--- src/rtl/display_io_pkg.sv ---
// Shared types and defaults for the board-side input path: FSM state
// encoding for word assembly and the default button debounce interval.
package display_io_pkg;

  typedef enum logic [1:0] {
    IDLE    = 2'd0,
    WAIT_HI = 2'd1,
    WAIT_LO = 2'd2,
    VALID   = 2'd3
  } state_e;

  localparam int unsigned DEFAULT_DEBOUNCE = 250000;

endpackage

--- src/rtl/button_debounce.sv ---
// Synchronises and debounces one raw push-button and emits a single-cycle
// pulse on each accepted press; releases are filtered but never pulse.
module button_debounce
  import display_io_pkg::*;
#(
  parameter int unsigned DEBOUNCE = DEFAULT_DEBOUNCE
) (
  input  logic clk,
  input  logic rst,
  input  logic btn_raw,
  output logic btn_level,
  output logic press
);

  localparam int unsigned CW = $clog2(DEBOUNCE + 1);
  localparam logic [CW-1:0] CntLast = CW'(DEBOUNCE - 1);

  logic          sync0_q, sync1_q;
  logic          level_q, level_d;
  logic          press_q, press_d;
  logic [CW-1:0] cnt_q, cnt_d;

  // The level flips only after DEBOUNCE consecutive differing samples;
  // any agreeing sample restarts the count.
  always_comb begin
    level_d = level_q;
    press_d = 1'b0;
    cnt_d   = '0;
    if (sync1_q != level_q) begin
      if (cnt_q == CntLast) begin
        level_d = ~level_q;
        press_d = ~level_q;
      end else begin
        cnt_d = cnt_q + 1'b1;
      end
    end
  end

  always_ff @(posedge clk or negedge rst) begin
    if (!rst) begin
      sync0_q <= 1'b0;
      sync1_q <= 1'b0;
      level_q <= 1'b0;
      press_q <= 1'b0;
      cnt_q   <= '0;
    end else begin
      sync0_q <= btn_raw;
      sync1_q <= sync0_q;
      level_q <= level_d;
      press_q <= press_d;
      cnt_q   <= cnt_d;
    end
  end

  assign btn_level = level_q;
  assign press     = press_q;

endmodule

--- src/rtl/display_input.sv ---
// Assembles an N-bit word from two switch halves committed by the enter
// button (upper first) and hands it to the consumer via valid/ack.
module display_input
  import display_io_pkg::*;
#(
  parameter int unsigned N        = 32,
  parameter int unsigned DEBOUNCE = DEFAULT_DEBOUNCE
) (
  input  logic           clk,
  input  logic           rst,
  input  logic [N/2-1:0] sw_data,
  input  logic           enter,
  input  logic           req,
  input  logic           ack,
  output logic [N-1:0]   word_data,
  output logic           word_valid,
  output logic           half_sel,
  output logic           busy
);

  localparam int unsigned H = N / 2;

  state_e       state_q, state_d;
  logic [N-1:0] word_q, word_d;
  logic         valid_q, half_q, busy_q;
  logic         btnLevel, btnPress, commit;

  button_debounce #(.DEBOUNCE(DEBOUNCE)) u_debounce (
    .clk      (clk),
    .rst      (rst),
    .btn_raw  (enter),
    .btn_level(btnLevel),
    .press    (btnPress)
  );

  // A press pulse always coincides with the accepted level being high.
  assign commit = btnPress & btnLevel;

  always_comb begin
    state_d = state_q;
    word_d  = word_q;
    case (state_q)
      IDLE: begin
        if (req) state_d = WAIT_HI;
      end
      WAIT_HI: begin
        if (commit) begin
          word_d[N-1:H] = sw_data;
          state_d       = WAIT_LO;
        end
      end
      WAIT_LO: begin
        if (commit) begin
          word_d[H-1:0] = sw_data;
          state_d       = VALID;
        end
      end
      VALID: begin
        if (ack) state_d = IDLE;
      end
      default: state_d = IDLE;
    endcase
  end

  // Status outputs are decoded from the next state so they register
  // alongside the state itself.
  always_ff @(posedge clk or negedge rst) begin
    if (!rst) begin
      state_q <= IDLE;
      word_q  <= '0;
      valid_q <= 1'b0;
      half_q  <= 1'b0;
      busy_q  <= 1'b0;
    end else begin
      state_q <= state_d;
      word_q  <= word_d;
      valid_q <= (state_d == VALID);
      half_q  <= (state_d == WAIT_HI);
      busy_q  <= (state_d == WAIT_HI) || (state_d == WAIT_LO);
    end
  end

  assign word_data  = word_q;
  assign word_valid = valid_q;
  assign half_sel   = half_q;
  assign busy       = busy_q;

endmodule

--- config.mk ---
export PLATFORM = sky130hd
export DESIGN_NAME = display_input
export DESIGN_NICKNAME = d
export VERILOG_FILES = /design/src/rtl/display_io_pkg.sv /design/src/rtl/button_debounce.sv /design/src/rtl/display_input.sv
export SDC_FILE = /design/constraint.sdc
export NUM_CORES = 1
export LEC_CHECK = 0
export CAP_MARGIN = 20
export CORE_MARGIN = 4
export CORE_UTILIZATION = 45
export DETAILED_ROUTE_END_ITERATION = 10
export PLACE_DENSITY = 0.74
export SYNTH_ARGS = -nofsm -noshare
export SYNTH_HDL_FRONTEND = slang
export SYNTH_SLANG_ARGS = --single-unit
--- constraint.sdc ---
create_clock -name clk -period 1.9 [get_ports clk]
set_input_delay 0.38 -clock clk [delete_from_list [all_inputs] [get_ports clk]]
set_output_delay 0.38 -clock clk [all_outputs]
set_load 0.01 [all_outputs]
# Yosys cells after proc, flatten, opt, wreduce, memory -nomap -nowiden
# Index checks and enable logic that the tools add are counted.
# Widths: inputs -> output; s select.
# word_totals
register_bits	59
in_bits	21
wordCells	36
# op_classes
n_addsub	1
n_eq_ne	8
muxes	9
n_bitwise	2
n_reduce_logical	5
# ops
operator	count
$mux 18	2
$add 18x1->18 const B	1
$eq 18x18->1 const B	1
$eq 2x2->1 const B	4
$mux 2	4
$pmux 2 s4	1
$reduce_and 2->1	3
$eq 2x1->1 const B	2
$logic_not 2->1	1
$mux 1	2
$and 1x1->1	1
$logic_or 1x1->1	1
$ne 1x1->1	1
$not 1->1	1

# Depth between registers and ports, before layout
# Gate-level depths: netlist of run 1.
# depth
ltp_word	5
ltp_mapped	7
ltp_nobuf	5

# Hierarchy
# From an unflattened synthesis of run 1, not the netlist that was laid out.
# unflattened
cells_unflattened	183
hier_area_um2	2518.7
# modules_own_cells
module	instances	cells_per_inst	area_per_inst_um2
display_input	1	83	1458.9
button_debounce	1	100	1059.8

# Worst setup path after synthesis of run 1
# Ideal clock, no wire load.
# synth_path
path_kind	register -> register
start	register u_debounce.cnt_q[5]
end	register u_debounce.level_q (netlist: u_debounce.btn_level)
arrival_time_ps	1701
required_ps	1775
slack_ps	74
stages_incl_launch_ff	6
n_path_buf	1
synth_period_minus_slack_ps	1826
cell_sequence	dfrtp_1 -> buf_6 -> nor4_1 -> nand2_1 -> or4_4 -> mux2_4
# synth_via
elab_chain_len	2
# synth_rtl
item	line_no	text
start: declaration	button_debounce.sv:21	logic [CW-1:0] cnt_q, cnt_d;
start signal: assignment	button_debounce.sv:51	cnt_q <= cnt_d;
$eq 18x18->1	button_debounce.sv:30	if (cnt_q == CntLast) begin
$reduce_and 2->1 (no line)	-	
end signal: assignment	button_debounce.sv:49	level_q <= level_d;
end: declaration	button_debounce.sv:19	logic level_q, level_d;
# Every way passes these cells.
# A chain may end at the register's enable or synchronous reset.

# Worst setup path after layout of run 1
# layout_path
start	register u_debounce.cnt_q[10]
end	register u_debounce.level_q (netlist: u_debounce.btn_level)
# Same word-level chain as after synthesis.

==> results of run 1 <==
worst paths after layout:
path | endpoint | slack, ns
min in group clk | u_debounce.sync1_q | 0.35
max in group asynchronous | u_debounce.press | 1.60
max | u_debounce.btn_level | 0.09
min | u_debounce.cnt_q[0] | 0.03
min reg2reg | u_debounce.sync1_q | 0.35
max reg2reg | u_debounce.btn_level | 0.09
layer usage:
layer	routed length, um	share of wire
met1	2240	0.45
met2	2190	0.44
met3	437	0.088
met4	83	0.017
met5	0	0
sequential cells by signal, summed over array words and instances, names as in the netlist:
name                  flops
word_data                32
busy                      1
half_sel                  1
u_debounce.btn_level      1
word_valid                1
u_debounce.sync1_q        1
state_q                   2
u_debounce.cnt_q         18
u_debounce.press          1
u_debounce.sync0_q        1
cell usage in the layout, fill, tap and decap left out, drive strengths merged, types with 6 or more instances in the layout:
cell type	synthesis	layout
nor2	19	19
clkdlybuf4s50	0	54
buf	3	16
xnor2	13	13
dfrtp	59	59
nand3	8	8
mux2	33	33
nor4	6	6
nand2	8	8
clkbuf	2	11
per-stage QoR:
step           power, mW  hold WS (ns)  utilization  instances
3_5_place_dp        1.57         0.335        0.613        321
3_3_place_gp        1.57         0.333        0.613        321
4_1_cts             2.56        0.0533        0.646        337
2_1_floorplan       1.41        0.0844            -        186
5_1_grt             2.64        0.0628        0.647        337
6_report            2.53        0.0347        0.647        337
report_power, final:
part	leakage (nW)	switching (mW)	internal [mW]	total [mW]
Clock	0.0928	0.483	0.501	0.984
Sequential	0.733	0.0234	1.30	1.32
Combinational	0.597	0.0868	0.133	0.220
Total	1.42	0.593	1.93	2.53
what timing repair did:
action                     4_1_cts  5_1_grt
hold endpoints to repair         0        0
hold buffers                     0        0
setup endpoints to repair        0        1
gates resized for setup          0        1
cell families (layout without fill, tap and decap cells):
family                     Yosys count  in the layout  share of synthesized area
DFF                                 59             59                      0.605
and+or+nand+nor                     58             58                      0.123
muxes                               33             33                      0.154
xor gates and xnor gates            16             16                     0.0574
buffers and inverters               10             91                     0.0200
AOI/OAI and AO/OA                    7              7                     0.0256
adders and majority gates            3              3                     0.0154
worst max-delay path, cell delays in order, from the launching register on:
cell and delay, ns:
dfrtp_1 0.45, nor4b_1 0.25, nand2_1 0.11, or4_4 0.56, mux2_4 0.32
layout make-up:
| class | count | area, um^2 | area share |
|---|---|---|---|
| clock buffers | 11 | 141 | 0.0422 |
| clock inverters | 5 | 28.8 | 0.00860 |
| inverters | 5 | 18.8 | 0.00561 |
| multi-input cells | 117 | 923 | 0.276 |
| flip-flops and latches | 59 | 1480 | 0.441 |
| well taps | 70 | 87.6 | 0.0262 |
| repair buffers | 70 | 671 | 0.200 |
==> impl_metrics.ini, run 1 <==
[drt]
ant_nets = 0
wire_per_inst_um = 14.7
first_pass_iters = 4
routed_wirelength_mm = 4.95
drc_errors = 0
via_count = 1674
drtIter0Drc = 80
viasPerCell = 4.97

[sta]
layout_setup_ws_ns = 0.0908
timing.final.crit_share = 0.952
rsz0062_at_grt = no
hold_viol = 0
slew_headroom = 0.745
worst_slew_pin_slew_ns = 0.378
report.final.slew_viol_count = 0
setup_viol = 0
tns_ns = 0
fmax_mhz = 553
fin_skew_ns = 0.00605
fin_crit_ns = 1.81

[yosys]
ys_seq_area_frac = 0.605
ys_warn_count = 0
synth_edf_count = 0
synthCells = 186
syn-mean-instance-area_um2 = 13.1
yosysTopAreaCell = dfrtp_1
synth_cell_types = 31
netlist_top_cells_count = dfrtp_1, mux2_2, nor2_1
synth_flop_cell = dfrtp_1
synth.area.top_cells = dfrtp_1, mux2_2, xnor2_1
ys_ff_latch = 59
synth_area_mm2 = 0.00244
synthArstFlopShare = 1.00
synth_top_area_share = 0.605
yosysMostFrequentCell = dfrtp_1
synth_nets = 210

[global_route]
grt_max_degree = 60
grtUsageMet1 = 0.232
grtUsageMet2 = 0.235
grt_use_total = 0.173
antenna_found_initial = 0
met3_usage = 0.0746
grt.overflow.total = 0
grt_pass1_vias = 1772
grt_pass1_wl_mm = 8.47
top_usage_layer = met2

[cts]
cts_tree = built
cts_root_buf = clkbuf_8
cts_num_sinks = 59
clkSlewWorstSetupHoldPaths_ns = 0.07
clockBufferDepth = 2
insertion_delay_ns = 0.33
cts_buffers = 9
htreeDepth = 3
cts_setup_buffers = 0

[setup_path]
timing.rr.start = u_debounce.cnt_q[10]
end_kind = register
critPathArrivalTime_ns = 2.02
cp_max_fo = 5
path_class = register to register
start_kind = register
crit_required_ns = 2.11
crit_start = u_debounce.cnt_q[10]
r2r_cells = 4

[placed_design]
place_area_mm2 = 0.00317
dp_hpwl_mm = 3.46
io_buffers = 55
dp_slack_ns = 0.0880
place.gp.congestion = 0.810

[finish]
antenna_cells = 0
finalInstanceArea_mm2 = 0.00335
nets = 286
drive_gt1_frac = 0.258
area_growth_pct = 37.0
final.fill_count = 381

[die]
start_util = 0.472
dieWidth_um = 81.7
design.core.area_mm2 = 0.00517
die_h_um = 81.7
die_area_mm2 = 0.00667
pin_count = 56
rows = 26

[job]
max_cap_viol_count = 0

[power]
vdd_drop_max_mv = 0.486
power_density_mw_per_mm2 = 755
p_leak_nw = 1.42

[hold_path]
min_path_type = input port to async pin

[run_status]
status = finished, final reports clean
Power figures use the tool's default switching activity.
==> inputs of run 2 (changes only) <==
- clock period: 1.9 -> 1.6 ns (I/O delays scaled with it)
==> run 2 against run 1 <==
Compared with the run above:
- the flow now finishes with violations (negative setup slack)
- clock skew is 0.0029 ns higher
- sequential share of layout area is 2.8 points lower
- setup slack worse by 0.21 ns
- clock power increased by 18%
- die area unchanged
- routed wire length grew 3.1%
- fmax is 5.3% higher
- sequential cell count unchanged
- sequential power is 19% higher
- design area up 6.8%
- critical endpoint unchanged
- largest power group unchanged
==> impl_metrics.ini, run 2 (synthesis results as in run 1) <==
[die]
start_util = 0.472
die_h_um = 81.7
die_area_mm2 = 0.00667
pin_count = 56
rows = 26
design.core.area_mm2 = 0.00517
dieWidth_um = 81.7

[cts]
clkSlewWorstSetupHoldPaths_ns = 0.07
clockBufferDepth = 2
cts_tree = built
cts_buffers = 9
cts_root_buf = clkbuf_8
insertion_delay_ns = 0.34
htreeDepth = 3
cts_num_sinks = 59

[setup_path]
start_kind = register
r2r_cells = 4
path_class = register to register
cp_num_buf_inv = 0
crit_path_top_delay_cell = or4_4
max_stage_delay_ns = 0.52
critPathArrivalTime_ns = 1.94
cp_max_fo = 3
end_kind = register
path_delay_family = simple AND/OR/NAND/NOR gates
path_depth = 4
crit_chain = nor4_2, nand2_1, or4_4, mux2_4
crit_required_ns = 1.83

[global_route]
grt.overflow.total = 0
antenna_found_initial = 0
grt_use_total = 0.174
grt_max_degree = 60
grt_pass1_wl_mm = 8.38
grt_pass1_vias = 1829

[placed_design]
dp_hpwl_mm = 3.62
dp_slack_ns = -0.116
placedCellCount = 335
io_buffers = 55
place.gp.congestion = 0.820
place_area_mm2 = 0.00331

[sta]
hold_viol = 0
report.final.slew_viol_count = 0
fmax_mhz = 582
worst_slew_pin_slew_ns = 0.380
fin_skew_ns = 0.00891
rsz0062_at_grt = yes
slew_headroom = 0.744
timing.hold.ws_ns = 0.347
setup_viol = 18
fin_crit_ns = 1.72
layout_setup_ws_ns = -0.118
tns_ns = -0.887
timing.final.crit_share = 1.07

[drt]
drtIter0Drc = 53
routed_wirelength_mm = 5.11
via_count = 1790
drc_errors = 0
ant_nets = 0
first_pass_iters = 4
wire_per_inst_um = 14.5
viasPerCell = 5.07

[power]
vdd_drop_max_mv = 0.817
power_density_mw_per_mm2 = 837
p_leak_nw = 1.73
power_mw = 2.99

[finish]
finalInstanceArea_mm2 = 0.00357
largest_register_ffs = 32
fin_cells = 353
utilization = 0.691
drive_gt1_frac = 0.304
final_common_cell = dfrtp_1
mostFrequentLayoutCells = dfrtp_1, mux2_2, clkdlybuf4s50_1, buf_4, dlymetal6s2s_1
area_growth_pct = 46.3
nets = 303
antenna_cells = 0

[hold_path]
min_path_type = register to register
hold_depth = 0

[run_status]
status = finished with violations
failed_checks = negative setup slack

[job]
max_cap_viol_count = 0
-- run 2: final cells by class --
class | instances | area, um^2
Clock buffer | 9 | 124
Tap cell | 70 | 87.6
Sequential cell | 59 | 1480
Timing Repair Buffer | 87 | 895
Multi-Input combinational cell | 117 | 930
Inverter | 5 | 18.8
Clock inverter | 6 | 42.5
Fill cell | 373 | 1600
-- run 2: report_power, final --
group          switching (mW)  internal, mW
Sequential             0.0255          1.54
Clock                   0.607         0.553
Combinational           0.104         0.159
-- run 2: worst paths after layout --
kind | start | slack (ns) | endpoint
worst max-delay path | u_debounce.cnt_q[9] | -0.12 | u_debounce.btn_level
worst min-delay path | u_debounce.sync0_q | 0.35 | u_debounce.sync1_q
worst max register to register | u_debounce.cnt_q[9] | -0.12 | u_debounce.btn_level
worst min register to register | u_debounce.sync0_q | 0.35 | u_debounce.sync1_q
max in group asynchronous | rst | 0.83 | u_debounce.cnt_q[16]
min in group asynchronous | rst | 0.50 | u_debounce.cnt_q[0]
-- run 2: repair_timing --
action	CTS	global route
endpoints found under the hold margin	59	0
resized for setup	1	25
setup endpoints to repair	2	43
buffers inserted	1	1
pin swaps	2	1
hold buffers	1	0
-- run 2: metal layers --
layer,global-route usage,vias up,share of wire
li1,-,842,-
met1,0.196,880,0.39
met2,0.271,61,0.49
met3,0.110,7,0.10
met4,0.0598,0,0.013
met5,0,-,0
==> inputs of run 3 (changes only) <==
--- a/constraint.sdc
+++ b/constraint.sdc
@@ -3,2 +3,2 @@
 set_output_delay 0.32 -clock clk [all_outputs]
-set_load 0.01 [all_outputs]
+set_load 0.05 [all_outputs]
==> run 3 against run 2 <==
Compared with the run above:
- the run still ends with negative setup slack left
- core utilization shrank 1.1 points
- global-route usage grew 1.3 points
- first-iteration DRC count grew 60%
- sequential power is essentially flat
- via count shrank 1.0%
- largest power group is now the clock network
==> impl_metrics.ini, run 3 (synthesis results as in run 1) <==
[run_status]
status = finished with violations
failed_checks = negative setup slack

[finish]
nets = 305
mostFrequentLayoutCells = buf_4, dfrtp_1, mux2_2, nor2_1, clkdlybuf4s50_1
final.fill_count = 379
largest_register_ffs = 32
finalInstanceArea_mm2 = 0.00352
utilization = 0.680
final_common_cell = buf_4
area_growth_pct = 44.0
antenna_cells = 0
drive_gt1_frac = 0.441

[sta]
hold_viol = 0
setup_viol = 20
report.final.slew_viol_count = 0
fin_skew_ns = 0.00513
timing.final.crit_share = 1.12
layout_setup_ws_ns = -0.189
rsz0062_at_grt = yes
worst_slew_pin_slew_ns = 0.376
fin_crit_ns = 1.79
fmax_mhz = 559
slew_headroom = 0.747

[setup_path]
cp_max_fo = 2
end_kind = register
crit_chain = nor4_2, nand2_1, or4_4, mux2_4
path_class = register to register
start_kind = register
r2r_cells = 4
crit_path_top_delay_cell = or4_4
r2r_slack_ns = -0.19
critPathArrivalTime_ns = 2.01
max_stage_delay_ns = 0.53
crit_required_ns = 1.82

[job]
max_cap_viol_count = 0

[die]
die_h_um = 81.7
design.core.area_mm2 = 0.00517
dieWidth_um = 81.7
die_area_mm2 = 0.00667
start_util = 0.472
pin_count = 56
rows = 26

[global_route]
antenna_found_initial = 0
grt_pass1_vias = 1885
grt_pass1_wl_mm = 9.25
grt.overflow.total = 0
grt_use_total = 0.187
grt_max_degree = 60

[placed_design]
place_area_mm2 = 0.00321
dp_hpwl_mm = 3.79
place.gp.congestion = 0.848
io_buffers = 55

[cts]
cts_tree = built
clkSlewWorstSetupHoldPaths_ns = 0.07
cts_num_sinks = 59
clockBufferDepth = 2
htreeDepth = 3
cts_buffers = 9
insertion_delay_ns = 0.34
cts_root_buf = clkbuf_8

[power]
swShare = 0.239
power_mw = 3.64
cellInternalPower_mw = 2.77
power_density_mw_per_mm2 = 1040
pwr-share-seq = 0.431
p_leak_nw = 1.59
p_switching_uw = 871
vdd_drop_max_mv = 0.709
power_frac_comb = 0.106
power.share.clock = 0.463

[hold_path]
min_path_type = register to register
hold_depth = 0

[drt]
ant_nets = 0
drtIter0Drc = 85
viasPerCell = 4.98
routed_wirelength_mm = 5.41
first_pass_iters = 4
via_count = 1772
wire_per_inst_um = 15.2
drc_errors = 0
## run 3: final cells by class
type / count / area, um^2 / area share
multi-input combinational: 117 / 938 / 0.267
sequential: 59 / 1480 / 0.420
inverter: 5 / 18.8 / 0.00534
clock buffer: 10 / 138 / 0.0391
clock inverter: 6 / 113 / 0.0320
timing repair buffer: 89 / 744 / 0.212
tap: 70 / 87.6 / 0.0249
## run 3: final timing paths
kind,end,from
min in group asynchronous,u_debounce.cnt_q[15],rst
max,u_debounce.btn_level,u_debounce.cnt_q[9]
min reg2reg,u_debounce.sync1_q,u_debounce.sync0_q
min,u_debounce.sync1_q,u_debounce.sync0_q
max in group asynchronous,word_data[3],rst
max reg2reg,u_debounce.btn_level,u_debounce.cnt_q[9]
## run 3: layer usage
metal	up-vias	share of wire	global-route usage
li1	848	-	-
met1	857	0.42	0.229
met2	53	0.48	0.289
met3	14	0.075	0.0779
met4	0	0.021	0.0847
met5	-	0	0
## run 3: worst max-delay path, delay by kind of cell (launching register included)
kind / cells / cell delay, ns
simple gates: 3 / 0.95
flops: 1 / 0.41
mux: 1 / 0.31
## run 3: power by group through the flow
stage	clock network [mW]	logic [mW]	registers, mW
final	1.69	0.388	1.57
after global routing	1.79	0.413	1.58
after CTS	1.71	0.394	1.57
after detailed placement	0	0.387	1.60
after global placement	0	0.382	1.60
after floorplan	0	0.0543	1.74
## run 3: timing repair
item,4_1_cts,5_1_grt
setup buffers,3,1
hold buffers,1,0
endpoints found under the setup margin,20,20
cloned,1,0
endpoints found under the hold margin,59,0
pin swaps,4,4
gates resized for setup,4,0
## run 3: metrics by stage
stage | hold WS [ns] | setup WS [ns] | setup TNS [ns] | std cells
5_1_grt | 0.373 | -0.226 | -2.73 | 356
4_1_cts | 0.352 | -0.153 | -2.49 | 355
3_5_place_dp | 0.336 | -0.170 | -0.306 | 335
3_3_place_gp | 0.338 | -0.124 | -0.204 | 335
6_report | 0.349 | -0.189 | -1.32 | 356
2_1_floorplan | 0.0244 | -0.172 | -0.266 | 186
